## src/rtl/packing_stage.sv

```systemverilog
// Bit packer: concatenates up to two right-aligned codewords per cycle MSB-first
// into an accumulator and emits fixed-width words; flush pads the tail and tags it last.
module packing_stage #(
    parameter int OUT_WIDTH = 64,
    parameter int CW_WIDTH  = 34,
    parameter int ACC_WIDTH = 128,
    parameter int CNT_WIDTH = 32
) (
    input  logic                 i_clk,
    input  logic                 i_reset,
    input  logic                 i_valid,
    output logic                 o_ready,
    input  logic [CW_WIDTH-1:0]  i_cw1,
    input  logic [5:0]           i_len1,
    input  logic [CW_WIDTH-1:0]  i_cw2,
    input  logic [5:0]           i_len2,
    input  logic                 i_flush,
    output logic                 o_valid,
    input  logic                 i_ready,
    output logic [OUT_WIDTH-1:0] o_data,
    output logic                 o_last,
    output logic [CNT_WIDTH-1:0] o_bit_count
);
    localparam int PAIR_W = 2 * CW_WIDTH;
    localparam int FILL_W = $clog2(ACC_WIDTH + 1);
    localparam int SUM_W  = $clog2(PAIR_W + 1);

    typedef enum logic {S_RUN, S_FLUSH} state_t;

    state_t                 r_state;
    logic [ACC_WIDTH-1:0]   r_acc;
    logic [FILL_W-1:0]      r_cnt;
    logic [CNT_WIDTH-1:0]   r_bit_count;

    logic [5:0]             w_len1, w_len2;
    logic [CW_WIDTH-1:0]    w_cw1, w_cw2;
    logic [SUM_W-1:0]       w_sum;
    logic [PAIR_W-1:0]      w_pair, w_pair_l;
    logic [ACC_WIDTH-1:0]   w_ins;
    logic                   w_valid, w_push, w_pop;
    logic [FILL_W-1:0]      w_cnt_run;

    // Over-long lengths saturate; bits above the length are masked off.
    assign w_len1 = (i_len1 > 6'(CW_WIDTH)) ? 6'(CW_WIDTH) : i_len1;
    assign w_len2 = (i_len2 > 6'(CW_WIDTH)) ? 6'(CW_WIDTH) : i_len2;
    assign w_cw1  = i_cw1 & ~({CW_WIDTH{1'b1}} << w_len1);
    assign w_cw2  = i_cw2 & ~({CW_WIDTH{1'b1}} << w_len2);
    assign w_sum  = SUM_W'(w_len1) + SUM_W'(w_len2);

    // Join the pair, left-align it, then drop it just below the current fill.
    assign w_pair   = (PAIR_W'(w_cw1) << w_len2) | PAIR_W'(w_cw2);
    assign w_pair_l = w_pair << (SUM_W'(PAIR_W) - w_sum);
    assign w_ins    = {w_pair_l, {(ACC_WIDTH-PAIR_W){1'b0}}} >> r_cnt;

    assign o_ready = (r_state == S_RUN) && (r_cnt <= FILL_W'(ACC_WIDTH - PAIR_W));
    assign w_valid = (r_state == S_RUN) ? (r_cnt >= FILL_W'(OUT_WIDTH)) : (r_cnt != '0);
    assign o_valid = w_valid;
    assign o_last  = (r_state == S_FLUSH) && (r_cnt != '0) && (r_cnt <= FILL_W'(OUT_WIDTH));
    assign o_data  = r_acc[ACC_WIDTH-1 -: OUT_WIDTH];
    assign o_bit_count = r_bit_count;

    assign w_push = i_valid && o_ready;
    assign w_pop  = w_valid && i_ready;

    always_comb begin
        w_cnt_run = r_cnt;
        if (w_push)
            w_cnt_run = r_cnt + FILL_W'(w_sum);
        else if (w_pop)
            w_cnt_run = r_cnt - FILL_W'(OUT_WIDTH);
    end

    always_ff @(posedge i_clk or negedge i_reset) begin
        if (!i_reset) begin
            r_state     <= S_RUN;
            r_acc       <= '0;
            r_cnt       <= '0;
            r_bit_count <= '0;
        end else begin
            case (r_state)
                S_RUN: begin
                    // o_ready and o_valid never overlap here, so push and pop cannot collide.
                    if (w_push) begin
                        r_acc       <= r_acc | w_ins;
                        r_bit_count <= r_bit_count + CNT_WIDTH'(w_sum);
                    end else if (w_pop) begin
                        r_acc <= r_acc << OUT_WIDTH;
                    end
                    r_cnt <= w_cnt_run;
                    if (i_flush && (w_cnt_run != '0))
                        r_state <= S_FLUSH;
                end
                S_FLUSH: begin
                    if (w_pop) begin
                        r_acc <= r_acc << OUT_WIDTH;
                        if (r_cnt <= FILL_W'(OUT_WIDTH)) begin
                            r_cnt   <= '0;
                            r_state <= S_RUN;
                        end else begin
                            r_cnt <= r_cnt - FILL_W'(OUT_WIDTH);
                        end
                    end
                end
                default: r_state <= S_RUN;
            endcase
        end
    end
endmodule

```

## config.mk

```make
export PLATFORM = sky130hd
export DESIGN_NAME = packing_stage
export DESIGN_NICKNAME = d
export VERILOG_FILES = /design/src/rtl/packing_stage.sv
export SDC_FILE = /design/constraint.sdc
export NUM_CORES = 1
export LEC_CHECK = 0
export ABC_AREA = 1
export CAP_MARGIN = 0
export CORE_ASPECT_RATIO = 1.75
export CORE_UTILIZATION = 50
export CTS_BUF_LIST = sky130_fd_sc_hd__clkbuf_2 sky130_fd_sc_hd__clkbuf_4 sky130_fd_sc_hd__clkbuf_8
export CTS_CLUSTER_SIZE = 30
export DETAILED_ROUTE_END_ITERATION = 8
export DONT_BUFFER_PORTS = 1
export GPL_TIMING_DRIVEN = 0
export SLEW_MARGIN = 0
export SYNTH_ARGS = -nofsm -noshare
export SYNTH_HDL_FRONTEND = slang
export SYNTH_SLANG_ARGS = --single-unit
```

## constraint.sdc

```tcl
create_clock -name i_clk -period 4.5 [get_ports i_clk]
set_input_delay 1.125 -clock i_clk [delete_from_list [all_inputs] [get_ports i_clk]]
set_output_delay 1.125 -clock i_clk [all_outputs]
set_load 0.005 [all_outputs]
```

==> impl_metrics.yaml, run 1 <==
logic_synthesis:
  syn-mean-instance-area_um2: 5.63
  synth_warnings: 0
  synth_top_cell_area_share: 0.302
  synth_cell_type_count: 56
  synthesis.nets: 4427
  yosys-top-cells-area: "nand3_1 30%, dfrtp_1 17%, nand2_1 17%"
  netlist.top_cell.by_area: "nand3_1"
  syn_inst: 4313
  portion_of_the_post_synthesis_area_used_by_sequential_elements: 0.174
  yosys_register_bits: 169
  async_reset_ff_frac: 1.00
  netlist_area_um2: 24300
  leading_register_cell_type_out_of_synthesis: "dfrtp_1"
  count_of_flip_flops_with_a_built_in_enable_after_synthesis: 0
cts:
  tritoncts_num_sinks: 169
  cts_htree_levels: 4
  cts_buffers: 17
  clockBufferDepth: 2
  clockRootBuffer: "clkbuf_8"
  number_of_buffers_inserted_by_hold_repair_at_cts: 0
outcome:
  tool.error: "[ERROR GRT-0116] Global routing finished with congestion. Check the congestion regions in the DRC Viewer."
  failed_stage: "5_1_grt"
  status: "did not finish"
placed_design:
  finalWeightedCongestion: 1.23
  place.detailed.hpwl_um: 128000
  buffer_ports.inserted: 0
  dp_cells: 4961
floorplan:
  initial_core_util: 0.508
  placement_rows: 106
  fp.dieH_um: 294
  die_x_um: 169
  top_level_ports: 184
grt:
  first_global_vias: 41100
  grt_overflow: 1944
  grt_first_pass_wirelength_um: 307000
  grt_start_max_net_pins: 170
  grt_util_all_layers: 0.816
metrics by stage:
stage                     utilization  setup slack (ps)  area, um^2  hold WS, ps  setup TNS (ps)
after CTS                       0.635              -467       30400          284          -41650
after detailed placement        0.530             -2510       25400          497         -306780
after global placement          0.530             -2490       25400          488         -300820
after floorplan                     -              -923       24600          461          -32650
synthesized netlist by cell type, types with 20 or more instances:
cell and number:
nand3_1 1468, nand2_1 1091, nor2_1 192, o21ai_0 181
inv_1 180, a21oi_1 173, dfrtp_1 169, clkbuf_1 129
buf_2 117, nand4_1 102, buf_4 78, o21ai_1 71
buf_1 56, nand3_2 38, ha_1 26, xor2_1 25
a21boi_1 23, inv_2 20, o211ai_1 20
timing repair:
item,CTS
pin swaps,191
cloned,4
resized for setup,857
endpoints found under the setup margin,148
buffers inserted,97
metal layers:
metal | overflow | GRT usage
met5 | 2 | 0.156
met4 | 470 | 0.909
met3 | 11 | 0.544
met2 | 1447 | 1.10
met1 | 14 | 0.767
cells by family after synthesis:
family,share of synthesized area
fa+ha+maj,0.0159
buf+inv,0.114
simple gates,0.565
compound gates,0.115
flops,0.174
xor+xnor,0.0157
==> run 2, diff against run 1 <==
- CORE_ASPECT_RATIO: 1.75 -> default
- CORE_UTILIZATION: 50 -> 35
- CTS_BUF_LIST: sky130_fd_sc_hd__clkbuf_2 sky130_fd_sc_hd__clkbuf_4 sky130_fd_sc_hd__clkbuf_8 -> default
- CTS_CLUSTER_SIZE: 30 -> default
- PLACE_DENSITY_LB_ADDON: default -> 0.15
==> run 2 against run 1 <==
- synthesized area did not move
- the flow now finishes, with violations (max-capacitance violations, max-slew violations, negative setup slack)
- synthesized cell count did not move
==> impl_metrics.yaml, run 2 <==
logic_synthesis:
  netlist_top_cells_count: "1468 x nand3_1, 1091 x nand2_1, 192 x nor2_1"
  synth-compound-area-share: 0.115
  yosys_register_bits: 169
  synth_adder_area_share: 0.0159
  largest_family_of_logic_cells_by_synthesized_area: "simple AND/OR/NAND/NOR gates"
  netlist.top_cell.by_area: "nand3_1"
  yosys-top-cells-area: "nand3_1 30%, dfrtp_1 17%, nand2_1 17%"
  syn-mean-instance-area_um2: 5.63
  area_fraction_in_and_or_nand_and_nor_cells_after_synthesis: 0.565
  portion_of_the_post_synthesis_area_used_by_sequential_elements: 0.174
  netlist_area_um2: 24300
  count_of_flip_flops_with_a_built_in_enable_after_synthesis: 0
  leading_register_cell_type_out_of_synthesis: "dfrtp_1"
  post_synth_mux_area_share: 0
  synth_top_cell_area_share: 0.302
  synth_cell_type_count: 56
  synth_warnings: 0
  xor_xnor_share_of_the_synthesized_area: 0.0157
  synthesis.nets: 4427
  async_reset_ff_frac: 1.00
  yosys.cell_count.top_type: "nand3_1"
  syn_inst: 4313
critical_path:
  critical_path.slowest_cell: "xnor2_4"
  critical_path.startpoint_type: "input port"
  cp.required_ps: 4890
  worst-setup-path-type: "in -> reg"
  critical_path.endpoint_type: "flop"
  cpPeakStageDelay_ps: 400
  path_common_cell: "nand2_1"
  critical_path.max_fanout: 8
  timing.critical_path.arrival_ps: 5580
cts:
  clockRootBuffer: "clkbuf_16"
  clockBufferDepth: 2
  number_of_buffers_inserted_by_hold_repair_at_cts: 0
  tritoncts_num_sinks: 169
  cts_htree_levels: 4
  cts_tree: "yes"
  cts.reportedPaths.clkPinSlew_ps: 70
  cts_buffers: 17
  insertion_delay_ps: 460
pwr:
  cellPowerDensity_nw_per_um2: 899
  cellLeakagePower_nw: 15.7
  finalPower_mw: 32.6
  power.ir.vdd_worst_mv: 0.423
outcome:
  violations: "max-capacitance violations, max-slew violations, negative setup slack"
  status: "complete, but fails checks"
timing:
  finalSetupViolations: 144
  max_slew_headroom_at_the_worst_pin: -0.0224
  max_freq_mhz: 193
  final.setup.tns_ps: -69090
  rsz0062_at_grt: "yes"
  period_utilization: 1.15
  timing_worst_slew_pin_value_ps: 1530
  skew_ps: 12.1
  drv_slew: 11
  post-route-worst-setup-slack_ps: -689
  finalWorstPathRequiredPeriod_ps: 5190
  final_hold_viol_count: 0
grt:
  grt_first_pass_wirelength_um: 226000
  first_global_vias: 31900
  grt_overflow: 0
  grt_antenna_before_repair: 4
  grt_start_max_net_pins: 170
  grt_util_all_layers: 0.438
floorplan:
  fp.dieH_um: 265
  placement_rows: 96
  core_um2: 68600
  fp.dieArea_um2: 70500
  initial_core_util: 0.354
  die_x_um: 265
  top_level_ports: 184
final_layout:
  layout.nets: 4570
  final_cell_mix: "770 x nand2_1, 750 x nand3_1, 469 x nand3_2"
  layout.cells.most_common: "nand2_1"
  flow.area_growth_from_synthesis_pct: 49.3
  largest_register_by_flop_count: "r_acc"
  largest_register_ff_count: 128
  post_route_cells_drive_above_1_share: 0.398
placed_design:
  place.detailed.hpwl_um: 129000
  finalWeightedCongestion: 1.08
  buffer_ports.inserted: 0
routing:
  antenna_violating_nets_post_route: 0
  drc: 0
  via_per_inst: 6.54
  first_iter_violations: 5257
  firstDrtPassIters: 8
  postRouteWirelength_um: 161000
  route.vias.total: 35300
  route.detailed.wl_per_inst_um: 29.9
job:
  max_cap_violations: 1
hold_path:
  hold_class: "in -> async"
## run 2: cell counts after synthesis
Identical to the previous run, type by type.
## run 2: timing repair
action / CTS / global route
pin swaps: 164 / 393
setup endpoints to repair: 143 / 150
gates resized for setup: 747 / 1171
buffers inserted: 70 / 53
gates cloned: 1 / 2
## run 2: final cells by class
| cell class | instances | area, um^2 |
|---|---|---|
| Fill cell | 6954 | 32300 |
| Multi-Input combinational cell | 3546 | 25600 |
| Sequential cell | 169 | 4230 |
| Buffer | 386 | 2570 |
| Timing Repair Buffer | 126 | 1190 |
| Tap cell | 931 | 1160 |
| Inverter | 210 | 881 |
| Clock buffer | 17 | 425 |
| Clock inverter | 15 | 186 |
| Antenna cell | 2 | 5.00 |
## run 2: cell families after synthesis
| kind of cell | after synthesis |
|---|---|
| compound gates | 513 |
| xor+xnor | 40 |
| fa+ha+maj | 29 |
| buf+inv | 598 |
| flops | 169 |
| simple gates | 2964 |
## run 2: per-stage QoR
stage | cells | hold WS, ps | worst slack, ps | util | instance area [um^2]
6_report | 5402 | 379 | -689 | 0.529 | 36300
5_1_grt | 5401 | 360 | -791 | 0.529 | 36300
4_1_cts | 5346 | 353 | -478 | 0.438 | 30100
3_5_place_dp | 5244 | 482 | -2390 | 0.375 | 25700
3_3_place_gp | 5244 | 482 | -2470 | 0.375 | 25700
2_1_floorplan | 4313 | 461 | -923 | - | 24600
## run 2: where the power goes
part | switching (mW) | total [mW] | internal [mW]
Combinational | 20.1 | 28.6 | 8.55
Clock | 0.808 | 1.57 | 0.760
Sequential | 0.392 | 2.43 | 2.04
## run 2: per-layer routing
| metal | part of all wire | up-vias | wire length [um] | track usage |
|---|---|---|---|---|
| li1 | - | 15100 | - | - |
| met1 | 0.42 | 17100 | 67800 | 0.613 |
| met2 | 0.41 | 2444 | 65900 | 0.634 |
| met3 | 0.11 | 592 | 18400 | 0.111 |
| met4 | 0.057 | 8 | 9250 | 0.173 |
| met5 | 0.00047 | - | 76 | 0.00347 |
## run 2: worst max-delay path, delay by kind of cell
family | cells | cell delay [ps]
buf+inv | 9 | 1010
fa+ha+maj | 1 | 220
compound gates | 3 | 530
simple gates | 19 | 2170
xor+xnor | 2 | 490
## run 2: final timing paths
check,from,endpoint,slack (ps),cells after the start
worst max-delay path,i_len2[4],r_acc[44],-690,34
worst min-delay path,i_reset,r_acc[114],380,0
worst max register to register,r_cnt[6],o_bit_count[22],-300,24
worst min register to register,o_bit_count[31],o_bit_count[31],490,1
max in group asynchronous,i_reset,o_bit_count[10],3580,0
min in group i_clk,o_bit_count[31],o_bit_count[31],490,1
Note: power is estimated with default switching activity, not from simulation.
